## config.mk

```make
export PLATFORM = sky130hd
export DESIGN_NAME = vend_ctrl
export DESIGN_NICKNAME = d
export VERILOG_FILES = /design/src/rtl/vend_ctrl.sv
export SDC_FILE = /design/constraint.sdc
export NUM_CORES = 1
export LEC_CHECK = 0
export ABC_AREA = 1
export CAP_MARGIN = 20
export CORE_ASPECT_RATIO = 1.25
export CORE_MARGIN = 4
export CORE_UTILIZATION = 50
export CTS_CLUSTER_SIZE = 30
export DETAILED_ROUTE_END_ITERATION = 8
export DONT_BUFFER_PORTS = 1
export GPL_TIMING_DRIVEN = 0
export PLACE_DENSITY = 0.75
export SLEW_MARGIN = 20
export SYNTH_ARGS = -nofsm -noshare
export SYNTH_HDL_FRONTEND = slang
export SYNTH_SLANG_ARGS = --single-unit
```

## constraint.sdc

```tcl
create_clock -name sys_clk -period 3 [get_ports sys_clk]
set_input_delay 0.6 -clock sys_clk [delete_from_list [all_inputs] [get_ports sys_clk]]
set_output_delay 0.6 -clock sys_clk [all_outputs]
set_load 0.02 [all_outputs]
```

## src/rtl/vend_ctrl.sv

```systemverilog
// Vending transaction controller: coin credit accumulation, dispenser req/ack
// sequencing, and one-unit-per-cycle change or refund payout.
module vend_ctrl #(
    parameter int PRICE    = 4,
    parameter int CREDIT_W = 4,
    parameter int TIMEOUT  = 1000
) (
    input  logic                sys_clk,
    input  logic                sys_rst_n,
    input  logic                coin_valid,
    input  logic [1:0]          coin_code,
    output logic                coin_ready,
    output logic                coin_reject,
    input  logic                cancel,
    output logic                disp_req,
    input  logic                disp_ack,
    output logic                product,
    output logic                change_pulse,
    output logic                refunding,
    output logic [CREDIT_W-1:0] credit,
    output logic                busy,
    output logic [2:0]          fsm_state
);

    localparam int TW = (TIMEOUT > 2) ? $clog2(TIMEOUT) : 1;
    localparam logic [CREDIT_W-1:0] PRICE_C = CREDIT_W'(PRICE);
    localparam logic [TW-1:0]       TO_LAST = TW'(TIMEOUT - 1);

    typedef enum logic [2:0] {
        IDLE     = 3'd0,
        COLLECT  = 3'd1,
        DISPENSE = 3'd2,
        CHANGE   = 3'd3,
        REFUND   = 3'd4
    } state_t;

    state_t              state_q;
    logic [CREDIT_W-1:0] credit_q;
    logic [TW-1:0]       idle_cnt;
    logic [CREDIT_W-1:0] coin_value;
    logic [CREDIT_W-1:0] credit_sum;
    logic                accept;
    logic                coin_ok;
    logic                coin_bad;
    logic                timed_out;

    // Handshake: a coin transfers on any edge where coin_valid and coin_ready are both high.
    assign coin_ready   = (state_q == IDLE) || (state_q == COLLECT);
    assign accept       = coin_valid & coin_ready;
    assign coin_ok      = accept & (coin_code != 2'd3);
    assign coin_bad     = accept & (coin_code == 2'd3);
    assign credit_sum   = credit_q + (coin_ok ? coin_value : '0);
    assign timed_out    = (state_q == COLLECT) && !coin_ok && (idle_cnt == TO_LAST);

    assign disp_req     = (state_q == DISPENSE);
    assign change_pulse = (state_q == CHANGE) || (state_q == REFUND);
    assign refunding    = (state_q == REFUND);
    assign busy         = (state_q != IDLE);
    assign credit       = credit_q;
    assign fsm_state    = state_q;

    always_comb begin
        coin_value = '0;
        case (coin_code)
            2'd0:    coin_value = CREDIT_W'(1);
            2'd1:    coin_value = CREDIT_W'(2);
            2'd2:    coin_value = CREDIT_W'(5);
            default: coin_value = '0;
        endcase
    end

    always_ff @(posedge sys_clk or negedge sys_rst_n) begin
        if (!sys_rst_n) begin
            state_q     <= IDLE;
            credit_q    <= '0;
            idle_cnt    <= '0;
            coin_reject <= 1'b0;
            product     <= 1'b0;
        end else begin
            coin_reject <= coin_bad;
            product     <= 1'b0;
            case (state_q)
                IDLE, COLLECT: begin
                    credit_q <= credit_sum;
                    if (coin_ok || state_q == IDLE)
                        idle_cnt <= '0;
                    else
                        idle_cnt <= idle_cnt + TW'(1);
                    // Cancel outranks dispense; an accompanying coin is already in credit_sum.
                    if (cancel && credit_sum != '0)
                        state_q <= REFUND;
                    else if (credit_sum >= PRICE_C)
                        state_q <= DISPENSE;
                    else if (timed_out)
                        state_q <= REFUND;
                    else if (coin_ok)
                        state_q <= COLLECT;
                end
                DISPENSE: begin
                    idle_cnt <= '0;
                    if (disp_ack) begin
                        credit_q <= credit_q - PRICE_C;
                        product  <= 1'b1;
                        state_q  <= (credit_q != PRICE_C) ? CHANGE : IDLE;
                    end
                end
                CHANGE, REFUND: begin
                    idle_cnt <= '0;
                    credit_q <= credit_q - CREDIT_W'(1);
                    if (credit_q == CREDIT_W'(1))
                        state_q <= IDLE;
                end
                default: begin
                    state_q  <= IDLE;
                    credit_q <= '0;
                    idle_cnt <= '0;
                end
            endcase
        end
    end

endmodule
```

== After elaboration in Yosys (flattened, before gate mapping) ==
Cells that the tools add are included.

* Register bits: 19
* Bits of input ports: 7
* Output and inout bits: 14
* Word-level logic and storage cells: 57

* $add $sub $neg: 4
* Magnitude comparators: 1
* Eq/ne operators: 14
* Mux-type cells: 16
* Bitwise operators: 3
* Reductions and logical operators: 14

{| class="wikitable"
|+ Operators by type and width
! cell !! number
|-
| $mux 10 || 2
|-
| $mux 3 || 6
|-
| $pmux 3 s3 || 2
|-
| $pmux 4 s3 || 1
|-
| $add 10x1->10 const B || 1
|-
| $eq 10x10->1 const B || 1
|-
| $mux 4 || 2
|-
| $eq 3x2->1 const B || 2
|-
| $ne 5x5->1 const B || 1
|-
| $add 4x4->4 || 1
|-
| $eq 2x2->1 const B || 2
|-
| $eq 4x1->1 const B || 1
|-
| $ge 4x3->1 const B || 1
|-
| $ne 2x2->1 const B || 2
|-
| $ne 4x3->1 const B || 1
|-
| $reduce_bool 4->1 || 1
|-
| $reduce_or 2->1 || 2
|-
| $sub 4x1->4 const B || 1
|-
| $sub 4x3->4 const B || 1
|-
| $and 1x1->1 || 3
|-
| $eq 3x1->1 const B || 1
|-
| $eq 3x3->1 const B || 1
|-
| $logic_and 1x1->1 || 3
|-
| $logic_not 3->1 || 1
|-
| other kinds (9) || 12
|}

== Depth between registers and ports, before layout ==
Gate-level depths: netlist of run 1.

* Depth after elaboration: 11
* Gate-level depth with buffers: 16
* Mapped depth without buffers: 15

== Worst setup path before layout of run 1 ==
No wires, ideal clock.

* Path kind: register to register
* Start: register state_q[1], in the netlist fsm_state[1]
* End: register state_q[0], in the netlist fsm_state[0]
* Library setup time: 65 ps
* Arrival: 2546 ps
* Required time: 2935 ps
* Setup slack: 389 ps
* Cell stages (with the launch flop): 16
* Buffers on the path: 1
* Clock period less this slack: 2611 ps
* Cell sequence: dfrtp_1 > nor2_2 > nand2_4 > nand2_4 > buf_8 > nand2_1 > nor2_1 > ha_1 > fa_1 > xnor2_1 > nand3_1 > a21oi_1 > nand3_2 > nand2_2 > nand2_1 > nand2_1

* Longest elaborated chain between the ends: 11
* Elaborated cells on any way between the ends: 26
* Classes of those cells: 1 x add/sub; 1 x order compare; 7 x eq/ne; 5 x mux; 2 x bitwise; 10 x reduce/logical

{| class="wikitable"
|+ RTL lines
! item !! line !! text
|-
| start, declared || 37 || <nowiki>state_t state_q;</nowiki>
|-
| start signal, assigned || 104 || <nowiki>state_q <= (credit_q != PRICE_C) ? CHANGE : IDLE;</nowiki>
|-
| $eq 3x1->1 or $logic_not 3->1 (tied branches) || 48 || <nowiki>assign coin_ready = (state_q == IDLE) || (state_q == COLLECT);</nowiki>
|-
| $logic_or 1x1->1 (*) || 48 ||
|-
| via coin_ready || 12 || <nowiki>output logic coin_ready,</nowiki>
|-
| $and 1x1->1 (*) || 49 || <nowiki>assign accept = coin_valid & coin_ready;</nowiki>
|-
| $and 1x1->1 (*) || 50 || <nowiki>assign coin_ok = accept & (coin_code != 2'd3);</nowiki>
|-
| branches (longest 7 deep; another with $add 4x4->4) || -- ||
|}

Mark *: on every way through the listed nets, which the timed path passes.
A chain may end at the register's enable or synchronous reset.

== Worst setup path after layout of run 1 ==
* Start: register state_q[2], in the netlist fsm_state[2]
* End: register state_q[2], in the netlist fsm_state[2]

Same word-level chain as after synthesis.

==> results of run 1 <==
## final timing paths
kind / from / to / slack (ns) / cells past startpoint
min in group asynchronous: sys_rst_n / idle_cnt[3] / 0.86 / 1
worst min-delay path: disp_ack / product / 0.39 / 2
worst min register to register: idle_cnt[0] / idle_cnt[0] / 0.52 / 1
worst max-delay path: fsm_state[2] / fsm_state[2] / 0.21 / 15
max in group asynchronous: sys_rst_n / fsm_state[2] / 1.53 / 1
worst max register to register: fsm_state[2] / fsm_state[2] / 0.21 / 15
## synth_stat cells (all sizes together), types with 2 or more instances
library cell	instances
a21oi	6
nor3	7
o211ai	3
ha	8
nand4	2
nor2	24
dfrtp	19
xor2	4
buf	2
nand2	36
xnor2	2
o21ai	6
nand3	17
inv	20
## cell type report
type | count | area, sq um | share of cell area [%]
buffer | 2 | 26.3 | 1.92
clock buffer | 4 | 26.3 | 1.92
inverter | 20 | 75.1 | 5.48
multi-input combinational | 120 | 712 | 52.0
sequential | 19 | 479 | 35.0
tap | 33 | 41.3 | 3.01
timing repair buffer | 1 | 10.0 | 0.731
## metal layers
metal | vias to the layer above | share of wire, % | track usage, % | wire length (microns)
li1 | 534 | - | - | -
met1 | 472 | 40 | 17.0 | 962
met2 | 11 | 55 | 31.4 | 1330
met3 | 5 | 3.6 | 3.45 | 88
met4 | 0 | 1.8 | 6.71 | 44
met5 | - | 0 | 0 | 0
## timing repair
item,4_1_cts,5_1_grt
hold buffers,1,0
hold endpoints to repair,19,0
gates resized for setup,0,3
endpoints found under the setup margin,0,3
## registers in the layout, summed over array words and instances, names as in the netlist
name and cells:
fsm_state 3, idle_cnt 10, credit 4, coin_reject 1, product 1
## critical path: cells and delay by family (launching register included)
family	cells	cell delay, ns
compound gates	1	0.18
xor+xnor	1	0.32
fa+ha+maj	2	0.59
buf+inv	2	0.26
flops	1	0.46
simple gates	9	0.92
## report_power, final
part | internal (mW) | switching [mW] | leakage [nW]
registers | 0.320 | 0.138 | 0.250
logic | 0.280 | 0.500 | 0.392
clock network | 0.0519 | 0.0787 | 0.0150
## cells by family (layout without fill, tap and decap cells)
kind of cell	Yosys count	count (layout)	synth area share, %
and+or+nand+nor	88	88	33.2
adders and majority gates	9	9	9.32
xor gates and xnor gates	6	6	4.08
buffers and inverters	22	27	7.86
DFF	19	19	36.9
AOI/OAI and AO/OA	17	17	8.64
## per-stage QoR
step                cell area [sq um]  worst slack (ns)  hold WS (ns)  util, %  std cells
floorplan                        1290             0.389         0.304        -        161
global placement                 1330             0.178         0.305     54.2        194
detailed placement               1330             0.109         0.305     54.2        194
CTS                              1370            0.0895         0.391     55.7        199
global route                     1370            0.0150         0.405     55.9        199
finish                           1370             0.213         0.395     55.9        199
==> flow_summary.toml, run 1 <==
[final_layout]
layout_commonest_cell = "nand2_1"
antenna_cells = 0
final_layout_size_suffix_gt1_share_pct = 13.3
final_cell_mix = "nand2_1 (33), nor2_1 (23), inv_1 (18)"
fill_cells = 252
final_nets = 183
syn_to_final_growth_pct = 6.31

[logic_synthesis]
synth_cells = 161
ys.flop_type = "dfrtp_1"
ys_async_sr_fraction_pct = 100
synth_edf_count = 0
yosysTopAreaCellShare_pct = 36.9
syn_area_sq_um = 1290
ys_seq_area_share_pct = 36.9
ys_seq_elements = 19
syn_nets = 177
yosysWarningCount = 0
synth_area_per_cell_sq_um = 8.00
synth.distinct_cells = 29
synthTopCellsByArea = "dfrtp_1 (37%), nand2_1 (9.6%), ha_1 (7.8%)"
yosysTopAreaCell = "dfrtp_1"

[setup_path]
path_cells = "inv_2 -> nand3_1 -> nand2_4 -> buf_8 -> nand2_1 -> nor2_1 -> ha_1 -> fa_1 -> xnor2_1 -> nand3_1 -> a21oi_1 -> nand3_2 -> nand2_2 -> nand2_1 -> nand2_1"
critPathMaxFanout = 10
critPathLaunchType = "flop"
end_kind = "flop"
arrival_ns = 3.03
path_class = "flop to flop"
cpPeakStageDelay_ns = 0.46
critPathRequiredTime_ns = 3.24
cpMostUsedCell = "nand2_1"
slowest_stage = "dfrtp_2"

[cts]
post-cts-setup-buffer-count = 0
cts.reportedPaths.clkPinSlew_ns = 0.10
root_buffer = "clkbuf_4"
worstSkewPairLatency_ns = 0.30
cts_tree = "built"
clockBufferDepth = 2
htreeDepth = 1
numCtsBuffers = 3
numClockSinks = 19

[drt]
drc_errors = 0
routedWlPerCell_microns = 12.2
dr_total_vias = 1022
detail_route.vias_per_cell = 5.14
drtIter0Drc = 11
wl_microns = 2420
dr.pass1.iters = 4
drt.antenna.violating_nets = 0

[grt]
track_usage_pct = 16.7
grt_max_degree = 20
grt_pass1_wl_microns = 4280
antenna_found_initial = 0
grt_pass1_vias = 1021
gr-total-overflow = 0

[run]
maxCapViolCount = 0

[timing]
setup_violations = 0
skew_ns = 0.00132
fin_setup_tns_ns = 0
period_share_pct = 92.9
slew_headroom_pct = 39.9
fmax_ghz = 0.359
worst_pin_slew_ns = 0.899
finalMaxSlewViolations = 0
rsz0062_at_grt = "no"
period_needed_ns = 2.79
hold_violations = 0

[floorplanning]
die_h_microns = 64.8
die-width_microns = 53.4
initial_core_util_pct = 52.6
num_rows = 20
dieArea_sq_um = 3460
core_region_area_sq_um = 2450
top_level_ports = 21

[pwr]
powerDensity_nw_per_um2 = 999
irDropWorstVdd_v = 0.000537
design_power_total_mw = 1.37
power.leakage_nw = 0.657

[status]
status = "finished, final reports clean"

[place]
hpwl_microns = 1960
io_buffers = 0
place.gp.congestion = 0.855

[hold_path]
hp-class = "primary input to flop"
(Power assumes the default switching activity.)
==> inputs of run 2 (changes only) <==
Settings changed: CAP_MARGIN 20 to not set, CORE_MARGIN 4 to 5, PLACE_DENSITY 0.75 to 0.78.
Clock period 3 ns to 2.2 ns, I/O delays scaled along.
==> run 2 against run 1 <==
The flow now finishes with violations (setup timing). Final cell count rose by 4.0%. Combinational power rose by 97%. Fmax rose by 8.7%. Via count rose by 8.4%. Non-clock buffer count rose by 8. Largest cell class unchanged. Routed wire length rose by 23%. Total power rose by 73%. Clock skew rose by 0.0043 ns. Die area rose by 6.9%. Worst hold slack got worse by 0.15 ns. Cell area rose by 17%.
==> flow_summary.toml, run 2 (same netlist as run 1, synthesis figures left out) <==
[pwr]
irDropWorstVdd_v = 0.000799
combPwrFrac_pct = 65.0
powerDensity_nw_per_um2 = 1470
p_seq_share_pct = 27.5
pwr-share-clk_pct = 7.5
power.leakage_nw = 0.736
intPower_mw = 1.20
switching_share_pct = 49.3
power_switching_mw = 1.16

[final_layout]
largest_reg_flops = 10
final_area_sq_um = 1600
antenna_cells = 0
final_layout_size_suffix_gt1_share_pct = 28.2
syn_to_final_growth_pct = 24.4
regMostFlops = "idle_cnt"
final_cell_mix = "nand2_1 (29), nor2_1 (19), inv_1 (18)"
final_nets = 191
layout_commonest_cell = "nand2_1"
final_util_pct = 65.4
final-instance-count-excl-fill = 207

[grt]
grt_max_degree = 20
antenna_found_initial = 0
grt_pass1_wl_microns = 5120
gr-total-overflow = 0
track_usage_pct = 17.6
grt_pass1_vias = 1154

[setup_path]
critPathLaunchType = "flop"
end_kind = "flop"
path_class = "flop to flop"
critPathRequiredTime_ns = 2.43
cpMostUsedCell = "nand2_1"
path_delay_family = "simple AND/OR/NAND/NOR gates"
crit_buf_inv = 2
cpPeakStageDelay_ns = 0.51
r2r_setup_slack_ns = -0.36
path_cells = "nor2_4 -> nand2_4 -> nand2_4 -> buf_12 -> nand2_8 -> nor2_4 -> ha_4 -> fa_2 -> nor2_2 -> buf_4 -> nand4_1 -> nand2_1 -> nand2_1 -> nand2_1 -> nand3_1 -> nand2_1"
slowest_stage = "dfrtp_2"
critPathMaxFanout = 6
arrival_ns = 2.80

[timing]
hold_violations = 0
finalMaxSlewViolations = 0
skew_ns = 0.00567
worst_slack_ns = -0.365
setup_violations = 6
period_share_pct = 117
period_needed_ns = 2.56
fin_setup_tns_ns = -1.08
fmax_ghz = 0.390
rsz0062_at_grt = "yes"
worst_pin_slew_ns = 0.890
slew_headroom_pct = 40.4

[status]
violations = "setup timing"
status = "complete, but fails checks"

[place]
hpwl_microns = 2150
dpl.cell_count = 194
place_area_sq_um = 1370
place.gp.congestion = 0.781
io_buffers = 0

[drt]
detail_route.vias_per_cell = 5.35
wl_microns = 2990
dr.pass1.iters = 4
dr_total_vias = 1108
drtIter0Drc = 26
drc_errors = 0
drt.antenna.violating_nets = 0
routedWlPerCell_microns = 14.4

[cts]
worstSkewPairLatency_ns = 0.30
htreeDepth = 1
root_buffer = "clkbuf_4"
clockBufferDepth = 2
cts.reportedPaths.clkPinSlew_ns = 0.10
cts_tree = "built"
numClockSinks = 19
numCtsBuffers = 3

[floorplanning]
initial_core_util_pct = 52.6
num_rows = 20
dieArea_sq_um = 3700
die_h_microns = 66.8
top_level_ports = 21
core_region_area_sq_um = 2450
die-width_microns = 55.4

[hold_path]
hp-class = "primary input to flop"

[run]
maxCapViolCount = 0
run 2: cell count changes in the layout (fill, tap and decap cells not counted), sizes merged:
cell and change:
bufbuf +1, buf +7
run 2: layout make-up:
cell class / instances / area (sq um)
Buffer: 2 / 31.3
Inverter: 20 / 77.6
Timing Repair Buffer: 9 / 95.1
Sequential cell: 19 / 479
Clock buffer: 4 / 26.3
Fill cell: 228 / 850
Tap cell: 33 / 41.3
Multi-Input combinational cell: 120 / 852
run 2: path summary, 6_finish.rpt:
kind                               from      endpoint  cells after the start
max                        fsm_state[0]  fsm_state[0]                     16
min                            disp_ack       product                      2
max reg2reg                fsm_state[0]  fsm_state[0]                     16
min reg2reg                 idle_cnt[0]   idle_cnt[0]                      1
max in group asynchronous     sys_rst_n  fsm_state[0]                      1
min in group asynchronous     sys_rst_n     credit[1]                      1
run 2: timing repair:
action / 4_1_cts / 5_1_grt
endpoints found under the hold margin: 19 / 0
setup endpoints to repair: 6 / 6
resized for setup: 5 / 16
hold buffers: 1 / 0
gates cloned: 1 / 0
pin swaps: 11 / 14
buffers inserted: 3 / 4
run 2: worst register-to-register path: stages, from the launching register on:
cell and delay (ns):
dfrtp_2 0.51, nor2_4 0.17, nand2_4 0.12, nand2_4 0.09, buf_12 0.14, nand2_8 0.07, nor2_4 0.12, ha_4 0.15
fa_2 0.46, nor2_2 0.11, buf_4 0.11, nand4_1 0.08, nand2_1 0.09, nand2_1 0.07, nand2_1 0.06, nand3_1 0.07
nand2_1 0.07
run 2: metrics by stage:
step / power, mW / worst slack, ns / hold WS (ns)
5_1_grt: 2.56 / -0.545 / 0.238
3_3_place_gp: 1.74 / -0.332 / 0.145
6_report: 2.36 / -0.365 / 0.241
3_5_place_dp: 1.79 / -0.448 / 0.145
4_1_cts: 2.16 / -0.366 / 0.239
2_1_floorplan: 1.57 / -0.168 / 0.144
run 2: power groups by stage:
stage / Sequential [mW] / Clock [mW] / Combinational, mW
floorplan: 0.614 / 0 / 0.959
global placement: 0.643 / 0 / 1.09
detailed placement: 0.648 / 0 / 1.14
CTS: 0.641 / 0.184 / 1.34
global route: 0.667 / 0.199 / 1.69
finish: 0.650 / 0.177 / 1.54
run 2: metal layers:
| metal | up-vias | part of all wire, % | track usage (%) |
|---|---|---|---|
| met5 | - | 0 | 0 |
| met4 | 0 | 1.5 | 6.38 |
| li1 | 550 | - | - |
| met3 | 6 | 5.2 | 3.29 |
| met2 | 18 | 56 | 34.8 |
| met1 | 534 | 37 | 18.4 |
